==> src/rtl/pe_input_feeder.sv <==
// pe_input_feeder: streams a channel-inner/pixel-outer tile from the global buffer to a PE Input rdy/ack port
module pe_input_feeder #(
  parameter int DW   = 16,
  parameter int AW   = 10,
  parameter int PCHW = 4,
  parameter int TWW  = 8
) (
  input  logic            i_clk,
  input  logic            i_rst,
  input  logic            i_start,
  input  logic            i_flush,
  input  logic [AW-1:0]   i_base_addr,
  input  logic [AW-1:0]   i_ch_stride,
  input  logic [PCHW-1:0] i_pch,
  input  logic [TWW-1:0]  i_row_tile,
  output logic            o_busy,
  output logic            o_done,
  output logic            o_mem_re,
  output logic [AW-1:0]   o_mem_addr,
  input  logic [DW-1:0]   i_mem_rdata,
  output logic            o_Input_rdy,
  input  logic            i_Input_ack,
  output logic [DW-1:0]   o_Input_data
);
  localparam int CW = PCHW + TWW;
  typedef enum logic {IDLE, RUN} state_t;
  state_t state, state_n;
  logic [PCHW-1:0] pch_q, c_q;
  logic [AW-1:0]   stride_q, row_q, off_q;
  logic [CW-1:0]   total_q, issued_q, xfer_q;
  logic [DW-1:0]   f0, f1;
  logic [1:0]      occ, wi;
  logic            inflight, done_q, zero, pop, pop_f, wr, last, re;
  // Handshake, FIFO bookkeeping and read-issue decisions; a word landing from the buffer is visible to the PE in the same cycle
  always_comb begin
    zero         = i_pch == '0 || i_row_tile == '0;
    o_Input_rdy  = state == RUN && (occ != 2'd0 || inflight);
    o_Input_data = occ != 2'd0 ? f0 : inflight ? i_mem_rdata : '0;
    pop          = o_Input_rdy && i_Input_ack;
    pop_f        = pop && occ != 2'd0;
    wr           = inflight && !(pop && occ == 2'd0);
    wi           = occ - 2'(pop_f);
    last         = pop && xfer_q == total_q - CW'(1);
    re           = state == RUN && issued_q != total_q && (3'(occ) + 3'(inflight) - 3'(pop)) < 3'd2;
    o_mem_re     = re;
    o_mem_addr   = row_q + off_q;
    o_busy       = state == RUN;
    o_done       = done_q;
  end
  // Next state: flush aborts, a zero-sized job never leaves IDLE, RUN ends on the final transfer
  always_comb begin
    state_n = i_flush ? IDLE : state == IDLE ? (i_start && !zero ? RUN : IDLE) : last ? IDLE : RUN;
  end
  // State, FIFO storage and incremental address walk (row start + channel offset)
  always_ff @(posedge i_clk) begin
    if (i_rst || i_flush) begin
      state    <= IDLE;
      occ      <= '0;
      inflight <= 1'b0;
      done_q   <= 1'b0;
      c_q      <= '0;
      row_q    <= '0;
      off_q    <= '0;
      issued_q <= '0;
      xfer_q   <= '0;
    end else begin
      state    <= state_n;
      done_q   <= (state == IDLE && i_start && zero) || last;
      inflight <= re;
      occ      <= occ + 2'(wr) - 2'(pop_f);
      f0       <= wr && wi == 2'd0 ? i_mem_rdata : pop_f ? f1 : f0;
      f1       <= wr && wi == 2'd1 ? i_mem_rdata : f1;
      if (state == IDLE) begin
        if (i_start) begin
          pch_q    <= i_pch;
          stride_q <= i_ch_stride;
          total_q  <= CW'(i_pch) * CW'(i_row_tile);
          row_q    <= i_base_addr;
          off_q    <= '0;
          c_q      <= '0;
          issued_q <= '0;
          xfer_q   <= '0;
        end
      end else begin
        if (re) begin
          issued_q <= issued_q + CW'(1);
          if (c_q == pch_q - PCHW'(1)) begin
            c_q   <= '0;
            row_q <= row_q + AW'(1);
            off_q <= '0;
          end else begin
            c_q   <= c_q + PCHW'(1);
            off_q <= off_q + stride_q;
          end
        end
        if (pop) xfer_q <= xfer_q + CW'(1);
      end
    end
  end
endmodule

==> config.mk <==
export PLATFORM = sky130hd
export DESIGN_NAME = pe_input_feeder
export DESIGN_NICKNAME = d
export VERILOG_FILES = /design/src/rtl/pe_input_feeder.sv
export SDC_FILE = /design/constraint.sdc
export NUM_CORES = 1
export LEC_CHECK = 0
export BUFFER_PORTS_ARGS = -buffer_cell sky130_fd_sc_hd__buf_2
export CELL_PAD_IN_SITES_DETAIL_PLACEMENT = 2
export CELL_PAD_IN_SITES_GLOBAL_PLACEMENT = 2
export CORE_MARGIN = 8
export CORE_UTILIZATION = 34
export CTS_BUF_LIST = sky130_fd_sc_hd__clkbuf_2
export DETAILED_ROUTE_END_ITERATION = 10
export GPL_TIMING_DRIVEN = 0
export PLACE_DENSITY = 0.86
export SYNTH_ARGS = -nofsm -noshare
export SYNTH_HDL_FRONTEND = slang
export SYNTH_SLANG_ARGS = --single-unit
export TNS_END_PERCENT = 100
==> constraint.sdc <==
create_clock -name i_clk -period 3.92 [get_ports i_clk]
set_input_delay 0.784 -clock i_clk [delete_from_list [all_inputs] [get_ports i_clk]]
set_output_delay 0.784 -clock i_clk [all_outputs]
set_load 0.005 [all_outputs]
==> impl_metrics.yaml, run 1 <==
routing:
  firstDrtPassIters: 4
  ant_nets: 0
  vias: 5795
  routed_wl_um: 20700
  avgViaCountPerCell: 5.21
  routedWlPerCell_um: 18.6
  drc: 0
  drtIter0Drc: 154
sta:
  setup_violations: 0
  tightest_slew_ns: 0.907
  slew_headroom: 0.390
  finalCritPeriodShare: 0.965
  hold_viol: 0
  rsz0062_at_grt: "false"
  timing.final.ws_setup_ns: 0.138
  fmax_ghz: 0.264
  period_minus_slack_ns: 3.78
  fin_worst_skew_ns: 0.0611
  final-max-slew-violation-count: 0
clock_tree:
  clockBufferDepth: 2
  cts_tree: "built"
  cts.clk_slew.worst_paths_ns: 0.37
  insertion_delay_ns: 0.67
  cts.sinks: 111
  root_buffer: "clkbuf_2"
  cts.htree.levels: 3
  numCtsBuffers: 9
global_route:
  antenna_found_initial: 1
  grt_pass1_wl_um: 34000
  grt_max_degree: 20
  use_met2: 0.288
  grtUsageMet3: 0.0271
  busiest_layer: "met2"
  use_met1: 0.197
  grt_pass1_vias: 6493
  grt.overflow.total: 0
  track_usage: 0.163
worst_hold_path:
  min_from: "i_ch_stride[0]"
  hold_depth: 1
  hp-class: "in2reg"
  min_to: "stride_q[0]"
synth:
  syn_nets: 845
  synth-async-reset-ratio: 0
  synthCells: 733
  synth_area_leaders: "edfxtp_1, dfxtp_1, ha_1, xnor2_1, nand2_1"
  netlist.area_leader.share: 0.251
  yosysTopAreaCell: "edfxtp_1"
  yosys_warnings: 0
  synth-seq-area-share: 0.404
  ys_ff_latch: 111
  synthDistinctLibCells: 59
  synth_edf_count: 58
  syn_avg_cell_area_um2: 9.45
  synth.cell_area_um2: 6930
  synth_ff_type: "edfxtp_1"
status:
  status: "finished, final reports clean"
flow_run:
  drv_cap: 0
power_and_ir_drop:
  p_total_mw: 2.26
  max-vdd-ir-drop_mv: 0.126
  p_clk_frac: 0.255
  power.density_nw_per_um2: 285
  power_switching_share: 0.301
  pwr-share-comb: 0.180
  p_sw_mw: 0.681
  p_int_mw: 1.58
  leakage_nw: 3.12
  seq_power_share: 0.565
setup_path:
  timing.rr.end: "f0[6]"
  arrival_ns: 3.00
  rr_worst_depth: 13
  cp_max_fo: 3
  crit_required_ns: 3.14
  r2r-start: "occ[1]"
  rrSetupSlack_ns: 0.40
  path_class: "reg2out"
  cp-start-kind: "flop"
  end_kind: "output port"
final_layout:
  syn_to_final_growth_pct: 14.7
  fin_util: 0.396
  nNetsFinal: 948
  final_cell_mix: "nand2_1, buf_2, nor2_1"
  layout_commonest_cell: "nand2_1"
  layout-drive-gt1-share: 0.180
  fillers: 2220
  final_area_um2: 7950
placement:
  dp_hpwl_um: 16300
  place_ws_ns: -0.494
  placed_area_um2: 7710
  gp_congestion: 0.771
  io_buffers: 82
die:
  core-area_um2: 20100
  placementRows: 52
  die_height_um: 159
  die_area_um2: 25200
  io_pins: 83
  die_x_um: 159
  start_util: 0.345
cell families after synthesis:
group / count (synthesis) / share of synthesized area
simple gates: 272 / 0.187
xor+xnor: 73 / 0.0923
compound gates: 130 / 0.120
buf+inv: 64 / 0.0357
fa+ha+maj: 59 / 0.123
flops: 111 / 0.404
mux: 24 / 0.0377
worst max-delay path by stage:
stage / depth (start not counted) / start / slack, ns / to
after floorplan: 12 / i_row_tile[0] / 0.12 / total_q[11]
after global placement: 9 / i_Input_ack / -0.84 / f1[4]
after detailed placement: 13 / i_pch[3] / -0.49 / total_q[11]
after CTS: 10 / inflight / 0.003 / o_mem_re
after global routing: 11 / occ[1] / 0.01 / o_mem_re
final: 11 / occ[1] / 0.14 / o_mem_re
flip-flops by register name, indices dropped and copies added (netlist names):
register / flops
c_q: 4
f0: 16
f1: 16
inflight: 1
issued_q: 12
o_busy: 1
o_done: 1
occ: 2
off_q: 10
pch_q: 4
row_q: 10
stride_q: 10
total_q: 12
xfer_q: 12
layer usage:
metal,up-vias,part of all wire
met4,0,0.018
met1,2892,0.45
met2,94,0.50
met5,-,0
met3,27,0.032
li1,2782,-
critical path: stages, from the launching register on:
cell	delay, ns
dfxtp_4	0.41
or2_1	0.23
buf_6	0.13
o21bai_4	0.13
inv_2	0.08
ha_4	0.21
nand2b_4	0.13
fa_2	0.52
nand3_2	0.08
or2_4	0.26
inv_4	0.07
buf_6	0.10
metrics by stage:
stage,instances,setup TNS [ns],hold WS (ns)
5_1_grt,1112,0,0.197
3_5_place_dp,1087,-1.10,0.502
4_1_cts,1110,0,0.205
6_report,1113,0,0.242
3_3_place_gp,1085,-14.16,0.485
2_1_floorplan,733,0,0.464
synth_stat cells (4+ instances only):
cell and count:
nand4_1 16, o21ai_0 36, nand2_1 89, xnor2_1 50, nor4_1 7, fa_1 15
a211oi_1 10, mux2i_1 7, mux2_2 16, nor2b_1 5, or3_1 9, nor2_1 66
clkbuf_1 17, a31oi_1 5, inv_1 39, and3_1 6, nand3_1 16, xor2_1 23
edfxtp_1 58, dfxtp_1 53, nand2b_1 6, a21oi_1 37, ha_1 44, and2_1 23
nor3_1 17, a21o_1 8, o21a_1 5, o32ai_1 4
layout make-up:
type | instances | area, um2 | share of cell area
multi-input combinational | 558 | 3920 | 0.493
sequential | 111 | 2810 | 0.353
antenna | 2 | 5.00 | 0.000629
timing repair buffer | 93 | 507 | 0.0637
tap | 270 | 338 | 0.0425
clock buffer | 10 | 50.0 | 0.00629
buffer | 22 | 101 | 0.0127
inverter | 41 | 156 | 0.0197
clock inverter | 6 | 67.6 | 0.00850
power groups by stage:
| stage | Combinational, mW | Clock, mW | Sequential [mW] |
|---|---|---|---|
| CTS | 0.416 | 0.593 | 1.28 |
| floorplan | 0.270 | 0 | 1.29 |
| global route | 0.463 | 0.628 | 1.28 |
| detailed placement | 0.407 | 0 | 1.30 |
| finish | 0.408 | 0.577 | 1.28 |
| global placement | 0.380 | 0 | 1.30 |
timing repair:
item	in CTS	in global routing
endpoints found under the setup margin	2	1
pin swaps	3	3
hold buffers	0	0
cloned	0	0
resized for setup	17	6
setup buffers	7	2
Note: power is estimated with default switching activity, not from simulation.
==> inputs of run 2 (changes only) <==
--- a/config.mk
+++ b/config.mk
@@ -12,7 +12,9 @@
 export CORE_UTILIZATION = 34
 export CTS_BUF_LIST = sky130_fd_sc_hd__clkbuf_2
+export CTS_CLUSTER_SIZE = 16
 export DETAILED_ROUTE_END_ITERATION = 10
 export GPL_TIMING_DRIVEN = 0
 export PLACE_DENSITY = 0.86
+export SLEW_MARGIN = 5
 export SYNTH_ARGS = -nofsm -noshare
 export SYNTH_HDL_FRONTEND = slang
==> constraint.sdc (replaced) <==
create_clock -name i_clk -period 3.92 [get_ports i_clk]
set_input_delay 1.176 -clock i_clk [delete_from_list [all_inputs] [get_ports i_clk]]
set_output_delay 1.176 -clock i_clk [all_outputs]
set_load 0.005 [all_outputs]
==> impl_metrics.yaml, run 2 (synthesized netlist as in run 1, its figures left out) <==
status:
  status: "finished with violations"
  violations: "negative setup slack"
routing:
  routed_wl_um: 23000
  drtIter0Drc: 193
  avgViaCountPerCell: 5.34
  routedWlPerCell_um: 20.3
  drc: 0
  vias: 6041
  firstDrtPassIters: 4
  ant_nets: 0
setup_path:
  cp-start-kind: "input port"
  cp_slowest_cell: "fa_2"
  timing.rr.end: "f0[7]"
  path_class: "in2out"
  end_kind: "output port"
  r2r-start: "occ[1]"
  cp_max_fo: 3
  crit_buf_inv: 5
  crit_family: "adder cells"
  crit_required_ns: 2.74
  worst_path_most_repeated_cell: "buf_6"
  rr_worst_depth: 17
  arrival_ns: 3.09
  rrSetupSlack_ns: 0
  max_stage_delay_ns: 0.53
  crit_chain: "buf_6 -> nand2_2 -> o21bai_4 -> inv_2 -> ha_4 -> nand2b_4 -> fa_2 -> nand3_1 -> or2_0 -> clkbuf_8 -> inv_6 -> buf_6"
sta:
  final-max-slew-violation-count: 0
  timing.final.ws_setup_ns: -0.343
  hold_viol: 0
  fin_setup_tns_ns: -0.374
  fmax_ghz: 0.235
  rsz0062_at_grt: "true"
  slew_headroom: 0.400
  period_minus_slack_ns: 4.26
  setup_violations: 5
  fin_worst_skew_ns: 0.0511
  tightest_slew_ns: 0.898
  finalCritPeriodShare: 1.09
die:
  die_area_um2: 25200
  die_height_um: 159
  io_pins: 83
  placementRows: 52
  start_util: 0.345
  die_x_um: 159
  core-area_um2: 20100
final_layout:
  final_cell_mix: "nand2_1, buf_2, nor2_1"
  final_area_um2: 8200
  instances_no_fill: 1131
  fillers: 2200
  reg_top3: "f0 (16), f1 (16)"
  syn_to_final_growth_pct: 18.3
  layout_commonest_cell: "nand2_1"
  nNetsFinal: 967
  layout-drive-gt1-share: 0.220
power_and_ir_drop:
  max-vdd-ir-drop_mv: 0.118
  power.density_nw_per_um2: 276
  leakage_nw: 3.22
global_route:
  track_usage: 0.172
  grt.overflow.total: 0
  grtUsageMet3: 0.0264
  grt_pass1_wl_um: 35600
  busiest_layer: "met2"
  use_met2: 0.308
  use_met1: 0.204
  grt_max_degree: 28
  grt_pass1_vias: 6654
  antenna_found_initial: 1
clock_tree:
  numCtsBuffers: 9
  cts.htree.levels: 3
  cts_tree: "built"
  cts.clk_slew.worst_paths_ns: 0.29
  clockBufferDepth: 2
  root_buffer: "clkbuf_2"
  cts.sinks: 111
  insertion_delay_ns: 0.69
flow_run:
  drv_cap: 0
worst_hold_path:
  min_from: "xfer_q[11]"
  hp-class: "reg2reg"
  hold_depth: 2
  min_to: "xfer_q[11]"
placement:
  dp_cells: 1086
  io_buffers: 82
  dp_hpwl_um: 16100
  gp_congestion: 0.786
  placed_area_um2: 7730
run 2: cell types whose count changed in the layout (fill, tap and decap cells not counted), moves of 3 or more:
cell,before,now
a21oi_2,0,3
o21ai_0,36,33
buf_4,12,30
dfxtp_1,51,43
a21oi_1,37,34
dfxtp_4,1,7
run 2: how the worst max path moves through the flow:
stage | from | end | slack (ns) | cells after the start
after floorplan | i_Input_ack | o_mem_re | -0.13 | 11
after global placement | i_pch[3] | total_q[11] | -0.55 | 13
after detailed placement | i_pch[3] | total_q[11] | -0.65 | 13
after CTS | occ[1] | o_mem_re | -0.39 | 13
after global routing | occ[0] | o_mem_re | -0.44 | 11
final | i_Input_ack | o_mem_re | -0.34 | 12
run 2: power breakdown:
group          leakage (nW)  switching (mW)  internal [mW]
clock network        0.0686           0.445         0.0962
logic                  2.19           0.258          0.186
registers             0.960          0.0261           1.25
run 2: stage by stage:
step                setup WS, ns  total power, mW  utilization  hold WS (ns)
finish                    -0.343             2.26        0.408         0.526
global placement          -0.550             1.69        0.383         0.486
floorplan                 -0.125             1.57            -         0.464
detailed placement        -0.652             1.72        0.384         0.494
CTS                       -0.392             2.25        0.399         0.524
global route              -0.436             2.38        0.408         0.553
run 2: final cells by class:
cell class	instances	area [um2]	share of cell area
repair buffers	112	652	0.0795
clock buffers	9	45.0	0.00549
well taps	270	338	0.0412
diodes	1	2.50	0.000305
plain buffers	22	114	0.0139
flip-flops and latches	111	2830	0.345
multi-input cells	558	4000	0.487
clock inverters	7	56.3	0.00687
inverters	41	163	0.0198
run 2: per-layer routing:
layer | part of all wire | vias up
met4 | 0.024 | 0
met2 | 0.51 | 120
li1 | - | 2824
met5 | 0 | -
met1 | 0.44 | 3059
met3 | 0.031 | 38
run 2: timing repair:
action                     in CTS  in global routing
hold buffers                    0                  0
setup buffers                  13                 16
pin swaps                       6                 17
gates resized for setup        33                 18
setup endpoints to repair      13                 30
run 2: tightest hold or removal path, cell delays in order, from the launching register on:
cell and delay, ns:
dfxtp_1 0.40, o21ai_0 0.08, a21oi_1 0.06
==> inputs of run 3 (changes only) <==
Settings changed: CORE_ASPECT_RATIO from default to 0.75.
==> impl_metrics.yaml, run 3 (synthesized netlist as in run 1, its figures left out) <==
status:
  status: "finished with violations"
  violations: "negative setup slack"
global_route:
  antenna_found_initial: 1
  grt_max_degree: 28
  grt.overflow.total: 0
  grt_pass1_vias: 6897
  track_usage: 0.189
  grt_pass1_wl_um: 38400
sta:
  setup_violations: 12
  period_minus_slack_ns: 4.16
  fin_worst_skew_ns: 0.0530
  timing.final.ws_setup_ns: -0.245
  hold_viol: 0
  final-max-slew-violation-count: 0
  fmax_ghz: 0.240
  rsz0062_at_grt: "true"
  slew_headroom: 0.324
  tightest_slew_ns: 1.00
  finalCritPeriodShare: 1.06
placement:
  dp_hpwl_um: 17300
  placed_area_um2: 7710
  gp_congestion: 0.782
  io_buffers: 82
routing:
  firstDrtPassIters: 4
  routedWlPerCell_um: 22.8
  vias: 6211
  ant_nets: 0
  avgViaCountPerCell: 5.49
  routed_wl_um: 25900
  drtIter0Drc: 371
  drc: 0
setup_path:
  crit_family: "adder cells"
  crit_required_ns: 2.74
  path_class: "in2out"
  crit_buf_inv: 4
  rr_worst_depth: 21
  r2r-start: "occ[0]"
  arrival_ns: 2.99
  max_stage_delay_ns: 0.53
  timing.rr.end: "row_q[0]"
  cp_slowest_cell: "fa_2"
  crit_chain: "buf_2 -> nand2_1 -> o21bai_4 -> inv_2 -> ha_4 -> nand2b_4 -> fa_2 -> nand3_2 -> or2_4 -> clkinv_4 -> buf_6"
  cp_max_fo: 2
  cp-start-kind: "input port"
  end_kind: "output port"
  rrSetupSlack_ns: -0.19
worst_hold_path:
  min_from: "xfer_q[7]"
  hold_depth: 2
  hp-class: "reg2reg"
  min_to: "xfer_q[7]"
final_layout:
  layout-drive-gt1-share: 0.253
  syn_to_final_growth_pct: 21.4
  reg_top3: "f0 (16), f1 (16)"
  final_cell_mix: "nand2_1, buf_2, nor2_1"
  layout_commonest_cell: "nand2_1"
  final_area_um2: 8420
  nNetsFinal: 980
clock_tree:
  cts_tree: "built"
  cts_hold_buf: 0
  cts.sinks: 111
  clockBufferDepth: 2
  numCtsBuffers: 9
  root_buffer: "clkbuf_2"
  insertion_delay_ns: 0.70
  cts.clk_slew.worst_paths_ns: 0.31
  cts.htree.levels: 3
power_and_ir_drop:
  leakage_nw: 3.31
  power.density_nw_per_um2: 280
  max-vdd-ir-drop_mv: 0.140
  p_total_mw: 2.36
die:
  io_pins: 83
  die_height_um: 140
  die_area_um2: 25300
  placementRows: 45
  core-area_um2: 20100
  start_util: 0.345
  die_x_um: 181
flow_run:
  drv_cap: 0
[run 3: cell count changes in the layout (fill, tap and decap cells not counted), moves of 2 or more]
| cell | previous run | this run |
|---|---|---|
| clkbuf_1 | 14 | 10 |
| o21ai_2 | 1 | 3 |
| nor3_1 | 17 | 14 |
| clkinv_2 | 2 | 0 |
| nor3_2 | 0 | 2 |
| ha_1 | 42 | 40 |
| a211oi_2 | 0 | 2 |
| inv_6 | 3 | 1 |
| a211oi_1 | 10 | 8 |
| buf_4 | 30 | 44 |
[run 3: repair_timing]
action / in CTS / in global routing
endpoints found under the setup margin: 6 / 68
cloned: 0 / 1
gates resized for setup: 39 / 53
buffers inserted: 26 / 16
pin swaps: 9 / 18
[run 3: cell type report]
cell class                 count  area, um2
antenna                        1       2.50
buffer                        21        129
clock buffer                   9       45.0
clock inverter                 7       83.8
fill                        2208      11700
inverter                      41        163
multi-input combinational    559       4090
sequential                   111       2830
tap                          258        323
timing repair buffer         125        747
[run 3: worst max path at each step]
stage / start / end / slack (ns) / cells past startpoint
2_1_floorplan: i_Input_ack / o_mem_re / -0.13 / 11
3_3_place_gp: i_pch[3] / total_q[11] / -0.56 / 13
3_5_place_dp: i_pch[3] / total_q[11] / -0.62 / 13
4_1_cts: occ[1] / o_mem_re / -0.34 / 12
5_1_grt: occ[0] / row_q[0] / -0.33 / 22
6_report: i_Input_ack / o_mem_re / -0.24 / 11
[run 3: worst register-to-register path, cell delays in order, from the launching register on]
cell and delay, ns:
dfxtp_2 0.42, or2_4 0.27, o21bai_4 0.14, inv_2 0.08, ha_4 0.22, nand2b_4 0.14
fa_2 0.53, nand3_2 0.09, buf_4 0.14, buf_4 0.12, buf_4 0.12, buf_4 0.13
buf_4 0.13, buf_4 0.12, buf_4 0.12, buf_4 0.12, buf_4 0.13, o21ai_2 0.23
and2_1 0.19, clkbuf_4 0.21, o21ai_0 0.14, a221oi_2 0.28
[run 3: per-stage QoR]
step | setup slack (ns) | setup TNS, ns | instances | util | hold slack [ns]
2_1_floorplan | -0.125 | -0.250 | 733 | - | 0.464
3_3_place_gp | -0.560 | -9.08 | 1073 | 0.382 | 0.479
3_5_place_dp | -0.621 | -13.73 | 1074 | 0.384 | 0.510
4_1_cts | -0.345 | -0.345 | 1115 | 0.405 | 0.537
5_1_grt | -0.328 | -2.88 | 1132 | 0.419 | 0.564
6_report | -0.245 | -0.848 | 1132 | 0.419 | 0.547
[run 3: report_power, final]
part           leakage, nW  total, mW  switching, mW  internal [mW]
registers            0.959       1.28         0.0293           1.25
logic                 2.28      0.473          0.275          0.198
clock network       0.0729      0.604          0.448          0.156
total                 3.31       2.36          0.752           1.61
[run 3: per-layer routing]
metal | share of wire | GRT usage
met5 | 0 | 0
met4 | 0.023 | 0.0573
met3 | 0.044 | 0.0333
met2 | 0.50 | 0.343
met1 | 0.43 | 0.226
